File: src/rtl/serial_magnitude_comparator_if.sv
// Handshake and result bundle for the serial magnitude comparator.
// The requester drives start/a/b; the comparator returns status and a one-hot result.
interface serial_magnitude_comparator_if #(
    parameter int WIDTH = 8
);
    logic             start;
    logic [WIDTH-1:0] a;
    logic [WIDTH-1:0] b;
    logic             busy;
    logic             done;
    logic             greater;
    logic             equal;
    logic             lesser;

    modport master (
        output start, a, b,
        input  busy, done, greater, equal, lesser
    );

    modport slave (
        input  start, a, b,
        output busy, done, greater, equal, lesser
    );
endinterface

File: src/rtl/serial_magnitude_comparator.sv
// Bit-serial unsigned magnitude comparator: scans MSB first, one bit per clock,
// and stops at the first differing bit with a one-hot result and a done pulse.
module serial_magnitude_comparator #(
    parameter int WIDTH = 8
) (
    input  logic                          clk,
    input  logic                          rst,
    serial_magnitude_comparator_if.slave  bus
);
    localparam int IDX_W = (WIDTH > 1) ? $clog2(WIDTH) : 1;

    localparam logic [0:0] IDLE = 1'b0;
    localparam logic [0:0] SCAN = 1'b1;

    logic [0:0]       state_reg;
    logic [IDX_W-1:0] idx_reg;
    logic [WIDTH-1:0] a_reg;
    logic [WIDTH-1:0] b_reg;
    logic             busy_reg;
    logic             done_reg;
    logic             greater_reg;
    logic             equal_reg;
    logic             lesser_reg;

    logic a_bit;
    logic b_bit;

    assign a_bit = a_reg[idx_reg];
    assign b_bit = b_reg[idx_reg];

    always_ff @(posedge clk or posedge rst) begin
        if (rst) begin
            state_reg   <= IDLE;
            idx_reg     <= '0;
            a_reg       <= '0;
            b_reg       <= '0;
            busy_reg    <= 1'b0;
            done_reg    <= 1'b0;
            greater_reg <= 1'b0;
            equal_reg   <= 1'b0;
            lesser_reg  <= 1'b0;
        end else begin
            // done is a single-cycle pulse; only the SCAN exit re-arms it
            done_reg <= 1'b0;
            case (state_reg)
                IDLE: begin
                    if (bus.start) begin
                        a_reg       <= bus.a;
                        b_reg       <= bus.b;
                        idx_reg     <= IDX_W'(WIDTH - 1);
                        greater_reg <= 1'b0;
                        equal_reg   <= 1'b0;
                        lesser_reg  <= 1'b0;
                        busy_reg    <= 1'b1;
                        state_reg   <= SCAN;
                    end
                end
                SCAN: begin
                    if (a_bit && !b_bit) begin
                        greater_reg <= 1'b1;
                        done_reg    <= 1'b1;
                        busy_reg    <= 1'b0;
                        state_reg   <= IDLE;
                    end else if (!a_bit && b_bit) begin
                        lesser_reg  <= 1'b1;
                        done_reg    <= 1'b1;
                        busy_reg    <= 1'b0;
                        state_reg   <= IDLE;
                    end else if (idx_reg == '0) begin
                        // all bits matched down to the LSB
                        equal_reg   <= 1'b1;
                        done_reg    <= 1'b1;
                        busy_reg    <= 1'b0;
                        state_reg   <= IDLE;
                    end else begin
                        idx_reg <= idx_reg - 1'b1;
                    end
                end
                default: begin
                    busy_reg  <= 1'b0;
                    state_reg <= IDLE;
                end
            endcase
        end
    end

    assign bus.busy    = busy_reg;
    assign bus.done    = done_reg;
    assign bus.greater = greater_reg;
    assign bus.equal   = equal_reg;
    assign bus.lesser  = lesser_reg;
endmodule

File: src/flat_wrapper.sv
// flat-port wrapper written by rule: the top's interface ports become plain ports
module serial_magnitude_comparator_flat 
#(
    parameter int WIDTH = 8
)
  (clk, rst, bus_start, bus_a, bus_b, bus_busy, bus_done, bus_greater, bus_equal, bus_lesser);
  serial_magnitude_comparator_if #(.WIDTH(WIDTH)) bus_i ();
  input  logic clk;
  input  logic rst;
  input wire logic [$bits(bus_i.start)-1:0] bus_start;
  input wire logic [$bits(bus_i.a)-1:0] bus_a;
  input wire logic [$bits(bus_i.b)-1:0] bus_b;
  output wire logic [$bits(bus_i.busy)-1:0] bus_busy;
  output wire logic [$bits(bus_i.done)-1:0] bus_done;
  output wire logic [$bits(bus_i.greater)-1:0] bus_greater;
  output wire logic [$bits(bus_i.equal)-1:0] bus_equal;
  output wire logic [$bits(bus_i.lesser)-1:0] bus_lesser;
  assign bus_i.start = bus_start;
  assign bus_i.a = bus_a;
  assign bus_i.b = bus_b;
  assign bus_busy = bus_i.busy;
  assign bus_done = bus_i.done;
  assign bus_greater = bus_i.greater;
  assign bus_equal = bus_i.equal;
  assign bus_lesser = bus_i.lesser;
  serial_magnitude_comparator #(.WIDTH(WIDTH)) u_core (.clk(clk), .rst(rst), .bus(bus_i));
endmodule
File: config.mk
export PLATFORM = sky130hd
export DESIGN_NAME = serial_magnitude_comparator_flat
export DESIGN_NICKNAME = d
export VERILOG_FILES = /design/src/rtl/serial_magnitude_comparator_if.sv /design/src/rtl/serial_magnitude_comparator.sv /design/src/flat_wrapper.sv
export SDC_FILE = /design/constraint.sdc
export NUM_CORES = 1
export LEC_CHECK = 0
export CAP_MARGIN = 40
export CORE_MARGIN = 2
export CORE_UTILIZATION = 53
export DETAILED_ROUTE_END_ITERATION = 8
export GPL_ROUTABILITY_DRIVEN = 1
export PLACE_DENSITY = 0.82
export SLEW_MARGIN = 5
export SYNTH_ARGS = -nofsm -noshare
export SYNTH_HDL_FRONTEND = slang
export SYNTH_SLANG_ARGS = --single-unit
File: constraint.sdc
create_clock -name clk -period 4.8 [get_ports clk]
set_input_delay 0.48 -clock clk [delete_from_list [all_inputs] [get_ports clk]]
set_output_delay 0.48 -clock clk [all_outputs]
set_load 0.01 [all_outputs]
# Word-level counts from Yosys, hierarchy flattened
# Index checks and enable logic that the tools add are counted.
[totals] ff_bits=25 latch_bits=0 mem_bits_rw=0 rom_bits=0 out_inout_bits=5 word_cells=64 mem_count=0
[classes] n_addsub=1 mul=0 n_div=0 n_lt_le_gt_ge=1 n_eq_ne=8 shift=0 muxes=33 n_bitwise=1 n_reduce_logical=11
[op_table] cell="two-way mux 1 bit" n=21
[op_table] cell="inequality test 2 bit, second input constant" n=7
[op_table] cell="two-way mux 3 bit" n=4
[op_table] cell="one-hot mux 1 bit (2 select lines)" n=5
[op_table] cell="AND reduction 4 bit" n=2
[op_table] cell="binary-select mux 1 bit (select 3 bit)" n=2
[op_table] cell="one-hot mux 3 bit (2 select lines)" n=1
[op_table] cell="AND reduction 2 bit" n=3
[op_table] cell="< comparator 3 x 4 -> 1 bit, second input constant" n=1
[op_table] cell="inequality test 4 bit, second input constant" n=1
[op_table] cell="zero test 3 bit" n=1
[op_table] cell="AND reduction 3 bit" n=1
[op_table] cell="subtractor 3 x 1 -> 3 bit, second input constant" n=1
[op_table] cell="logical AND 1 bit" n=2
[op_table] cell="zero test 1 bit" n=2
[op_table] cell="inverter 1 bit" n=1

# Longest topological paths before layout
[depth] word_depth=7 ltp_mapped=7

# Worst setup path before layout
# No wires, ideal clock.
[synth_timing] kind="reg-to-reg" from="register u_core.idx_reg[0]" to="register u_core.idx_reg[2]" arrival_time_ns=2.007 required_ns=4.730 path_slack_ns=2.724 stages_incl_launch_ff=7 n_path_buf=1 synth_period_minus_slack_ns=2.076 cell_sequence="dfrtp_1 buf_6 mux4_1 mux2_2 xnor2_2 or4_1 nand3b_1"
[synth_between] elab_chain_len=6 elab_cells_between_ends=18 classes_between="1 x add/sub; 3 x eq/ne; 8 x mux; 6 x reduce/logical"
[synth_rtl] item="from (decl)" line_no="serial_magnitude_comparator.sv:16" source="logic [IDX_W-1:0] idx_reg;"
[synth_rtl] item="from (signal assigned)" line_no="serial_magnitude_comparator.sv:50" source="idx_reg <= IDX_W'(WIDTH - 1);"
[synth_rtl] item="from (signal assigned)" line_no="serial_magnitude_comparator.sv:76" source="idx_reg <= idx_reg - 1'b1;"
[synth_rtl] item="branches (longest 6 deep; another with subtractor 3 x 1 -> 3 bit)"
# Several ways; the timed one is not identified. The select of a mux whose other input is x is not followed.
# A chain may end at the register's enable or synchronous reset.

# Worst setup path in the final report
# Ends and elaborated chain as after synthesis.

==> key figures <==
Route
  • Final wirelength: 1940 um
  • Residual DRC count: 0
  • Detailed-router iteration count before antenna repair: 4
  • Highest layer used for signal routing: met4
  • Initial detailed-routing violation count: 13
  • Via total after detailed routing: 738
  • Post-detailed-route count of antenna-violating nets: 0
  • WL met2: 976 um
  • Routed wirelength normalized by instance count: 14.2 um
  • Vias per Instance: 5.39
  • Met3 routed wirelength: 77 um
  • Post-Route M1 WL: 864 um

Hold path
  • Hold Crit Class: input pin to async pin

Global routing
  • Via count of the first global-routing pass: 733
  • Global routing usage summed across all routing layers: 0.172
  • Initial antenna violation count: 0
  • GR Overflow Total: 0
  • Pin count of the biggest net entering global routing: 20
  • Wire length of the first global-routing pass: 3260 um

Critical path
  • Arrival time of data at the critical path endpoint: 2.52 ns
  • Worst-path fanout max: 9
  • Required time at the worst-slack endpoint: 5.05 ns
  • Count of cells along the worst register-to-register path: 5
  • Crit Path Category: flop to flop
  • Internal reg-to-reg setup slack: 2.53 ns
  • Element type at the critical path start: flop
  • Reg-to-reg critical path endpoint: u_core.idx_reg[2]$_DFFE_PP0P_
  • Crit. End Element: flop
  • Reg-to-Reg Start: u_core.idx_reg[0]$_DFFE_PP0P_

Logic synthesis
  • Post-synth net total: 105
  • Netlist area before placement: 0.00116 mm^2
  • Number of cells produced by synthesis: 84
  • Top cell type's share of synthesized area: 0.538
  • Post-Synthesis Mean Instance Area: 13.9 um^2
  • Seq/Total Area, Yosys: 0.538
  • Largest area contributor in the netlist: dfrtp_1
  • Synthesis warning total: 0
  • Count of different cell masters after synthesis: 20
  • Register bit total from synthesis: 25
  • Largest cells by area after synthesis: dfrtp_1 54%, mux2_2 16%, mux4_1 9.0%

Clock network
  • Library cell used as clock root buffer: clkbuf_4
  • Number of gates resized after cts: 0
  • CTS Hold Bufs: 0
  • Total number of H-tree levels: 1
  • Maximum clock path buffer count: 2
  • Clock slew at the register clock pins of the worst setup and hold paths: 0.13 ns
  • CTS tree: built
  • Clock Sinks: 25
  • Clock buffer count from CTS: 3
  • Buffers inserted by post-CTS timing repair: 0
  • Clock network latency to the later pin of the worst-skew pair: 0.30 ns

Timing
  • Period utilisation layout: 0.473
  • RSZ-0062 raised after global routing: false
  • Worst path setup slack after routing: 2.53 ns
  • Relative slew slack: 0.704
  • Tmin final: 2.27 ns
  • Maximum clock rate: 0.441 GHz
  • Final worst hold slack: 0.454 ns
  • Number of setup violations in the final report: 0
  • Final count of pins violating max slew: 0
  • Count of final hold-check violations: 0
  • Total negative slack for setup checks: 0 ns
  • Clock Skews: 0.00207 ns
  • Transition at the pin with the smallest max-transition slack: 0.443 ns

Floorplan
  • Placeable core area: 0.00202 mm^2
  • Area of the die: 0.00259 mm^2
  • I/O Pins: 24
  • Initial Util: 0.575
  • Number of placement rows: 16
  • Die extent in y: 50.9 um
  • Die Wd: 50.9 um

Pwr
  • Power share of the clock group: 0.098
  • Worst ir drop on vdd: 0.330 mV
  • LEAKAGE: 0.630 nW
  • Sequential cell fraction of total power: 0.419
  • Pwr per Cell Area: 638 mW/mm^2
  • Part of the total power dissipated in combinational logic: 0.483
  • Internal cell power: 604 uW
  • Switching component of the power: 326 uW
  • Switching power as a share of total power: 0.350

Place
  • Routability cong.: 0.770
  • Post-placement worst setup slack: 2.55 ns
  • Placed cell areas: 0.00143 mm^2
  • Input/output buffers: 23
  • HPWL Detailed: 1510 um

Cells and area
  • Fill cell total of the finished layout: 141
  • Most common cell after layout, fill and taps aside: dfrtp_1
  • Layout area overhead: 25.3%
  • Leading cell types in the layout, fill and taps excluded: 25 x dfrtp_1, 23 x clkdlybuf4s50_1, 17 x mux2_2, 6 x nor2_1, 6 x a21oi_1
  • Net count of the finished layout: 132
  • Footprint of the multi-input gates: 500 um^2
  • Share of the core filled with cells in the final layout: 0.721
  • Fraction of final layout cells with drive strength greater than 1: 0.236
  • Combined flip-flop and latch cell area: 626 um^2
  • Final non-filler cell area: 0.00146 mm^2
  • Number of antenna repair diodes: 0

Flow run
  • Number of violations of the max-capacitance limit: 0

Status
  • Result of the run: completed
## area by class of cell
class                           count  area share
Timing Repair Buffer               25       0.173
Sequential cell                    25       0.429
Tap cell                           27      0.0232
Inverter                            5      0.0129
Clock buffer                        4      0.0180
Multi-Input combinational cell     51       0.343
## logic make-up (layout without fill, tap and decap cells)
kind of cell / Yosys count / in the layout / share of synthesized area
AND/OR/NAND/NOR: 15 / 15 / 0.0645
adder cells (fa/ha/maj): 2 / 2 / 0.0215
XOR/XNOR: 1 / 1 / 0.0140
flip-flops: 25 / 25 / 0.538
multiplexers: 22 / 22 / 0.274
AO/OA/AOI/OAI: 11 / 11 / 0.0559
buffers and inverters: 8 / 34 / 0.0323
## power groups by stage
| stage | logic, mW | clock network (mW) | registers (mW) |
|---|---|---|---|
| 2_1_floorplan | 0.370 | 0 | 0.364 |
| 3_3_place_gp | 0.433 | 0 | 0.390 |
| 3_5_place_dp | 0.452 | 0 | 0.395 |
| 4_1_cts | 0.454 | 0.0926 | 0.390 |
| 5_1_grt | 0.495 | 0.103 | 0.401 |
| 6_report | 0.449 | 0.0914 | 0.390 |
## worst max-delay path, cell delays in order (launching register included)
cell	delay [ns]
dfrtp_1	0.52
mux4_1	0.59
mux2_2	0.32
xnor2_2	0.21
or4_1	0.49
nand3b_1	0.09
## cells in the mapped netlist, drive strengths merged
| cell type | n |
|---|---|
| nor2 | 6 |
| o22ai | 1 |
| o22a | 1 |
| buf | 1 |
| inv | 5 |
| a221oi | 1 |
| or4 | 1 |
| dfrtp | 25 |
| nand3b | 2 |
| mux4 | 4 |
| nand2 | 3 |
| mux2i | 1 |
| xnor2 | 1 |
| clkbuf | 2 |
| o21ai | 2 |
| mux2 | 17 |
| ha | 2 |
| and2b | 1 |
| a21oi | 6 |
| nand3 | 2 |
## through the flow
stage	cells	power (mW)
after floorplan	84	0.733
after global placement	132	0.823
after detailed placement	133	0.847
after CTS	137	0.936
after global routing	137	0.999
final	137	0.930
## worst max path at each step
| stage | startpoint | end | slack (ns) |
|---|---|---|---|
| after floorplan | u_core.idx_reg[0]$_DFFE_PP0P_ | u_core.idx_reg[2]$_DFFE_PP0P_ | 2.72 |
| after global placement | u_core.idx_reg[0]$_DFFE_PP0P_ | u_core.idx_reg[2]$_DFFE_PP0P_ | 2.61 |
| after detailed placement | u_core.idx_reg[0]$_DFFE_PP0P_ | u_core.idx_reg[2]$_DFFE_PP0P_ | 2.55 |
| after CTS | u_core.idx_reg[0]$_DFFE_PP0P_ | u_core.idx_reg[2]$_DFFE_PP0P_ | 2.53 |
| after global routing | u_core.idx_reg[0]$_DFFE_PP0P_ | u_core.idx_reg[2]$_DFFE_PP0P_ | 2.43 |
| final | u_core.idx_reg[0]$_DFFE_PP0P_ | u_core.idx_reg[2]$_DFFE_PP0P_ | 2.53 |
## routing by layer
layer  vias up  track usage
met5         -            0
met4         0       0.0541
met3         2       0.0263
met2        21        0.311
met1       359        0.212
li1        356            -
No activity file was read; power rests on OpenSTA's default activity.
